File: src/rtl/sprite_motion_ctrl.sv
// Per-frame sprite position/animation scheduler with double-buffered outputs.
// Define SPRITE_MOTION_BOUNCE_EN for edge bounce; the default build wraps at the screen edges.
module sprite_motion_ctrl #(
    parameter int X_BITS        = 10,
    parameter int Y_BITS        = 10,
    parameter int SCREEN_W      = 640,
    parameter int SCREEN_H      = 480,
    parameter int SPRITE_W      = 272,
    parameter int SPRITE_H      = 176,
    parameter int START_X       = 128,
    parameter int START_Y       = 128,
    parameter int ANIM_DIV_BITS = 4
) (
    input  logic              clk,
    input  logic              rst,
    input  logic              frame_start,
    input  logic              cfg_valid,
    output logic              cfg_ready,
    input  logic [1:0]        cfg_addr,
    input  logic [7:0]        cfg_data,
    output logic [X_BITS-1:0] sprite_x,
    output logic [Y_BITS-1:0] sprite_y,
    output logic              anim_frame,
    output logic              busy
);

    typedef enum logic [1:0] {IDLE, STEP_X, STEP_Y, COMMIT} state_t;

    localparam logic signed [X_BITS:0] X_SCREEN = $signed((X_BITS+1)'(SCREEN_W));
    localparam logic signed [Y_BITS:0] Y_SCREEN = $signed((Y_BITS+1)'(SCREEN_H));
    localparam logic signed [X_BITS:0] X_MAX    = $signed((X_BITS+1)'(SCREEN_W - SPRITE_W));
    localparam logic signed [Y_BITS:0] Y_MAX    = $signed((Y_BITS+1)'(SCREEN_H - SPRITE_H));
    localparam logic [X_BITS-1:0]      X_HOME   = X_BITS'(START_X);
    localparam logic [Y_BITS-1:0]      Y_HOME   = Y_BITS'(START_Y);

    state_t                   state, next_state;
    logic [X_BITS-1:0]        wx, step_x_pos;
    logic [Y_BITS-1:0]        wy, step_y_pos;
    logic signed [7:0]        vx, vy, step_vx, step_vy;
    logic [ANIM_DIV_BITS-1:0] anim_cnt;
    logic                     anim_enable, pause;
    logic signed [X_BITS:0]   nx;
    logic signed [Y_BITS:0]   ny;
    logic                     cfg_fire;

    // -128 has no positive counterpart in 8 bits, so it saturates to +127
    function automatic logic signed [7:0] neg_vel(input logic signed [7:0] v);
        return (v == 8'sh80) ? 8'sh7f : -v;
    endfunction

    assign cfg_ready = (state == IDLE);
    assign busy      = (state != IDLE);
    assign cfg_fire  = cfg_valid && cfg_ready;

    assign nx = $signed({1'b0, wx}) + $signed({{(X_BITS-7){vx[7]}}, vx});
    assign ny = $signed({1'b0, wy}) + $signed({{(Y_BITS-7){vy[7]}}, vy});

`ifdef SPRITE_MOTION_BOUNCE_EN
    always_comb begin
        step_x_pos = X_BITS'(nx);
        step_vx    = vx;
        if (nx < 0) begin
            step_x_pos = '0;
            step_vx    = neg_vel(vx);
        end else if (nx > X_MAX) begin
            step_x_pos = X_BITS'(X_MAX);
            step_vx    = neg_vel(vx);
        end
    end

    always_comb begin
        step_y_pos = Y_BITS'(ny);
        step_vy    = vy;
        if (ny < 0) begin
            step_y_pos = '0;
            step_vy    = neg_vel(vy);
        end else if (ny > Y_MAX) begin
            step_y_pos = Y_BITS'(Y_MAX);
            step_vy    = neg_vel(vy);
        end
    end
`else
    always_comb begin
        step_x_pos = X_BITS'(nx);
        step_vx    = vx;
        if (nx < 0)
            step_x_pos = X_BITS'(nx + X_SCREEN);
        else if (nx >= X_SCREEN)
            step_x_pos = X_BITS'(nx - X_SCREEN);
    end

    always_comb begin
        step_y_pos = Y_BITS'(ny);
        step_vy    = vy;
        if (ny < 0)
            step_y_pos = Y_BITS'(ny + Y_SCREEN);
        else if (ny >= Y_SCREEN)
            step_y_pos = Y_BITS'(ny - Y_SCREEN);
    end
`endif

    always_comb begin
        next_state = state;
        case (state)
            IDLE:    if (frame_start && !pause) next_state = STEP_X;
            STEP_X:  next_state = STEP_Y;
            STEP_Y:  next_state = COMMIT;
            COMMIT:  next_state = IDLE;
            default: next_state = IDLE;
        endcase
    end

    // Host writes land only in IDLE and steps only outside it, so the two never collide
    always_ff @(posedge clk or posedge rst) begin
        if (rst) begin
            state       <= IDLE;
            wx          <= X_HOME;
            wy          <= Y_HOME;
            sprite_x    <= X_HOME;
            sprite_y    <= Y_HOME;
            vx          <= 8'sd2;
            vy          <= 8'sd1;
            anim_enable <= 1'b1;
            pause       <= 1'b0;
            anim_cnt    <= '0;
            anim_frame  <= 1'b0;
        end else begin
            state <= next_state;
            if (cfg_fire) begin
                case (cfg_addr)
                    2'd0: vx <= cfg_data;
                    2'd1: vy <= cfg_data;
                    2'd2: begin
                        anim_enable <= cfg_data[0];
                        pause       <= cfg_data[2];
                        if (cfg_data[1]) begin
                            wx       <= X_HOME;
                            wy       <= Y_HOME;
                            sprite_x <= X_HOME;
                            sprite_y <= Y_HOME;
                        end
                    end
                    default: ;
                endcase
            end
            case (state)
                STEP_X: begin
                    wx <= step_x_pos;
                    vx <= step_vx;
                end
                STEP_Y: begin
                    wy <= step_y_pos;
                    vy <= step_vy;
                end
                COMMIT: begin
                    sprite_x <= wx;
                    sprite_y <= wy;
                    if (anim_enable) begin
                        anim_cnt <= anim_cnt + 1'b1;
                        if (&anim_cnt) anim_frame <= ~anim_frame;
                    end
                end
                default: ;
            endcase
        end
    end

endmodule

File: config.mk
export PLATFORM = sky130hd
export DESIGN_NAME = sprite_motion_ctrl
export DESIGN_NICKNAME = d
export VERILOG_FILES = /design/src/rtl/sprite_motion_ctrl.sv
export SDC_FILE = /design/constraint.sdc
export NUM_CORES = 1
export LEC_CHECK = 0
export ABC_AREA = 0
export CORE_MARGIN = 3
export CORE_UTILIZATION = 58
export CTS_CLUSTER_DIAMETER = 60
export DETAILED_ROUTE_END_ITERATION = 6
export GPL_TIMING_DRIVEN = 0
export PLACE_DENSITY = 0.82
export SKIP_LAST_GASP = 1
export SLEW_MARGIN = 20
export SYNTH_ARGS = -nofsm -noshare
export SYNTH_HDL_FRONTEND = slang
export SYNTH_SLANG_ARGS = --single-unit
File: constraint.sdc
create_clock -name clk -period 3.4 [get_ports clk]
set_input_delay 0.68 -clock clk [delete_from_list [all_inputs] [get_ports clk]]
set_output_delay 0.68 -clock clk [all_outputs]
set_load 0.005 [all_outputs]
==> flow_summary.json <==
{
  "status": "finished clean",
  "routed_via_density": 5.84,
  "grt_max_degree": 38,
  "multiInputGateArea_mm2": 0.00225,
  "grt.total_usage": 0.236,
  "ff_latch_area_mm2": 0.00164,
  "post-route-drc-count": 0,
  "grt_pass1_wl_mm": 14.6,
  "dp.cells": 563,
  "area_delta_synth_final_pct": 17.6,
  "rows": 29,
  "critPathLaunchType": "flip-flop",
  "yosysMostFrequentCell": "nand2_1",
  "root_buffer": "clkbuf_8",
  "hold_viol_final": 0,
  "cts_buffer_depth": 2,
  "cts_tree": "yes",
  "synth_top_family_by_area": "compound AO/OA/AOI/OAI gates",
  "dp_hpwl_mm": 6.90,
  "gp_congestion": 0.872,
  "insertion_delay_ns": 0.35,
  "synth_area_leaders": "dfrtp_1 (36%), ha_1 (8.9%), nand2_1 (6.7%)",
  "hold_depth": 1,
  "synth_edf_count": 0,
  "slew_viol_final": 0,
  "hp-class": "reg2reg",
  "synth_common_cells": "nand2_1 (72), dfrtp_1 (58), o21ai_0 (41)",
  "setup_viol": 0,
  "synth-simple-area-share": 0.165,
  "cap_violations": 0,
  "syn_avg_cell_area_um2": 9.37,
  "n_fill_cell": 479,
  "vias": 3388,
  "setup_tns_ns": 0,
  "cts_hold_buf": 0,
  "post-route-period-util": 0.947,
  "wirelength_mm": 8.94,
  "final.min_clock_period_ns": 3.22,
  "grt_pass1_vias": 3116,
  "dominantRegCellSynth": "dfrtp_1",
  "chipWidth_um": 89.6,
  "drt-pass1-iter-count": 5,
  "worstSetupPathType": "reg2reg",
  "ant_nets": 0,
  "synthCells": 433,
  "drive_gt1_frac": 0.133,
  "r2r-start": "step_vy[0]",
  "yosysTopAreaCell": "dfrtp_1",
  "antenna_found_initial": 0,
  "ys_ff_latch": 65,
  "worst_pin_slew_ns": 0.908,
  "cts-buffers-inserted": 9,
  "synth_compound_area_frac": 0.190,
  "min-delay-start": "anim_frame",
  "start_util": 0.617,
  "grt_overflow": 0,
  "hold_end": "anim_frame",
  "path_clk_slew_ns": 0.08,
  "r2r_slack_ns": 0.18,
  "synthXorXnorAreaFrac": 0.0432,
  "coreArea_mm2": 0.00657,
  "ys_warn_count": 0,
  "synth-async-reset-ratio": 1.00,
  "skew_ns": 0.0137,
  "yosys.cell_types.count": 63,
  "synth_mux_area_frac": 0.0565,
  "io_buffers": 36,
  "crit_required_ns": 3.62,
  "critPathArrivalTime_ns": 3.44,
  "synth_top_area_frac": 0.358,
  "die_h_um": 89.6,
  "syn_area_mm2": 0.00406,
  "final_area_mm2": 0.00477,
  "place_area_mm2": 0.00455,
  "synth_seq_area_share": 0.403,
  "synth_fa_ha_area_frac": 0.0994,
  "dieArea_mm2": 0.00803,
  "max-slew-margin-rel": 0.393,
  "stdcell_count": 580,
  "reg2reg_depth": 14,
  "wire_per_inst_um": 15.4,
  "endpoint_kind": "flip-flop",
  "clock-sinks": 65,
  "nets": 527,
  "synth_nets": 478,
  "r2r-end": "wy[9]",
  "worst_hold_slack_ns": 0.471,
  "rsz0062_at_grt": "false",
  "drt-initial-drc-count": 214,
  "diodes": 0,
  "h-tree-depth": 3,
  "clock.fmax_ghz": 0.311,
  "worstPathMaxFanout": 4,
  "io_pins": 37
}
-- registers in the layout, summed over array words and instances (netlist names) --
register     count
sprite_x        10
sprite_y        10
wx              10
wy              10
step_vx          8
step_vy          8
anim_cnt         4
state            2
anim_enable      1
anim_frame       1
pause            1
-- layout make-up --
| type | instances | area share |
|---|---|---|
| well taps | 93 | 0.0244 |
| inverters | 23 | 0.0186 |
| multi-input cells | 330 | 0.472 |
| plain buffers | 15 | 0.0186 |
| repair buffers | 38 | 0.0813 |
| clock inverters | 7 | 0.0163 |
| clock buffers | 9 | 0.0260 |
| flip-flops and latches | 65 | 0.343 |
-- stage by stage --
step                      worst slack [ns]   util
after floorplan                      0.440      -
after global placement              0.0726  0.690
after detailed placement             0.125  0.693
after CTS                            0.107  0.724
after global routing                0.0251  0.726
final                                0.181  0.726
-- worst max-delay path, cell delays in order (launching register included) --
cell	delay, ns
dfstp_2	0.55
ha_1	0.21
inv_1	0.07
fa_1	0.39
nand2b_1	0.20
a21oi_1	0.21
o21ai_1	0.18
a21oi_4	0.23
inv_1	0.07
ha_1	0.20
inv_1	0.09
nor3_1	0.06
mux2_4	0.29
a32oi_1	0.23
o41ai_2	0.11
-- worst max-delay path by stage --
stage / end / slack, ns / from
2_1_floorplan: wy[9] / 0.44 / step_vy[0]
3_3_place_gp: step_vy[5] / 0.07 / rst
3_5_place_dp: wy[9] / 0.13 / step_vy[0]
4_1_cts: wy[9] / 0.11 / step_vy[0]
5_1_grt: wy[9] / 0.03 / step_vy[0]
6_report: wy[9] / 0.18 / step_vy[0]
-- kinds of logic (layout without fill, tap and decap cells) --
family,count (synthesis),in the layout
adder cells (fa/ha/maj),31,31
AND/OR/NAND/NOR,146,146
flip-flops,65,65
buffers and inverters,38,92
AO/OA/AOI/OAI,113,113
multiplexers,20,20
XOR/XNOR,20,20
-- cells in the final DEF, fill, tap and decap left out, types with 4 or more instances in the layout --
cell type	Yosys	final
clkbuf_1	9	9
nor2_1	28	28
nor3_1	10	10
xor2_1	7	7
mux2_2	18	18
inv_1	23	22
clkbuf_8	0	9
a21oi_1	16	16
nand4_1	6	6
nor2b_1	4	4
xnor2_1	13	13
nand3_1	6	6
dfstp_2	7	7
ha_1	29	29
nand2_1	72	72
o21ai_0	41	41
a21o_1	4	4
clkdlybuf4s50_1	0	36
o21a_1	6	6
dfrtp_1	58	58
-- routing by layer --
metal,global-route usage,up-vias,wire [µm]
li1,-,1638,-
met4,0.0825,0,155
met5,0,-,0
met1,0.338,1624,4370
met2,0.358,108,3890
met3,0.0484,18,520
-- repair_timing --
action	CTS	global route
setup endpoints to repair	0	2
setup buffers	0	1
resized for setup	0	1
Power is not shown: default switching activity piles up to over one toggle a cycle in this logic, so the estimate is an artifact.
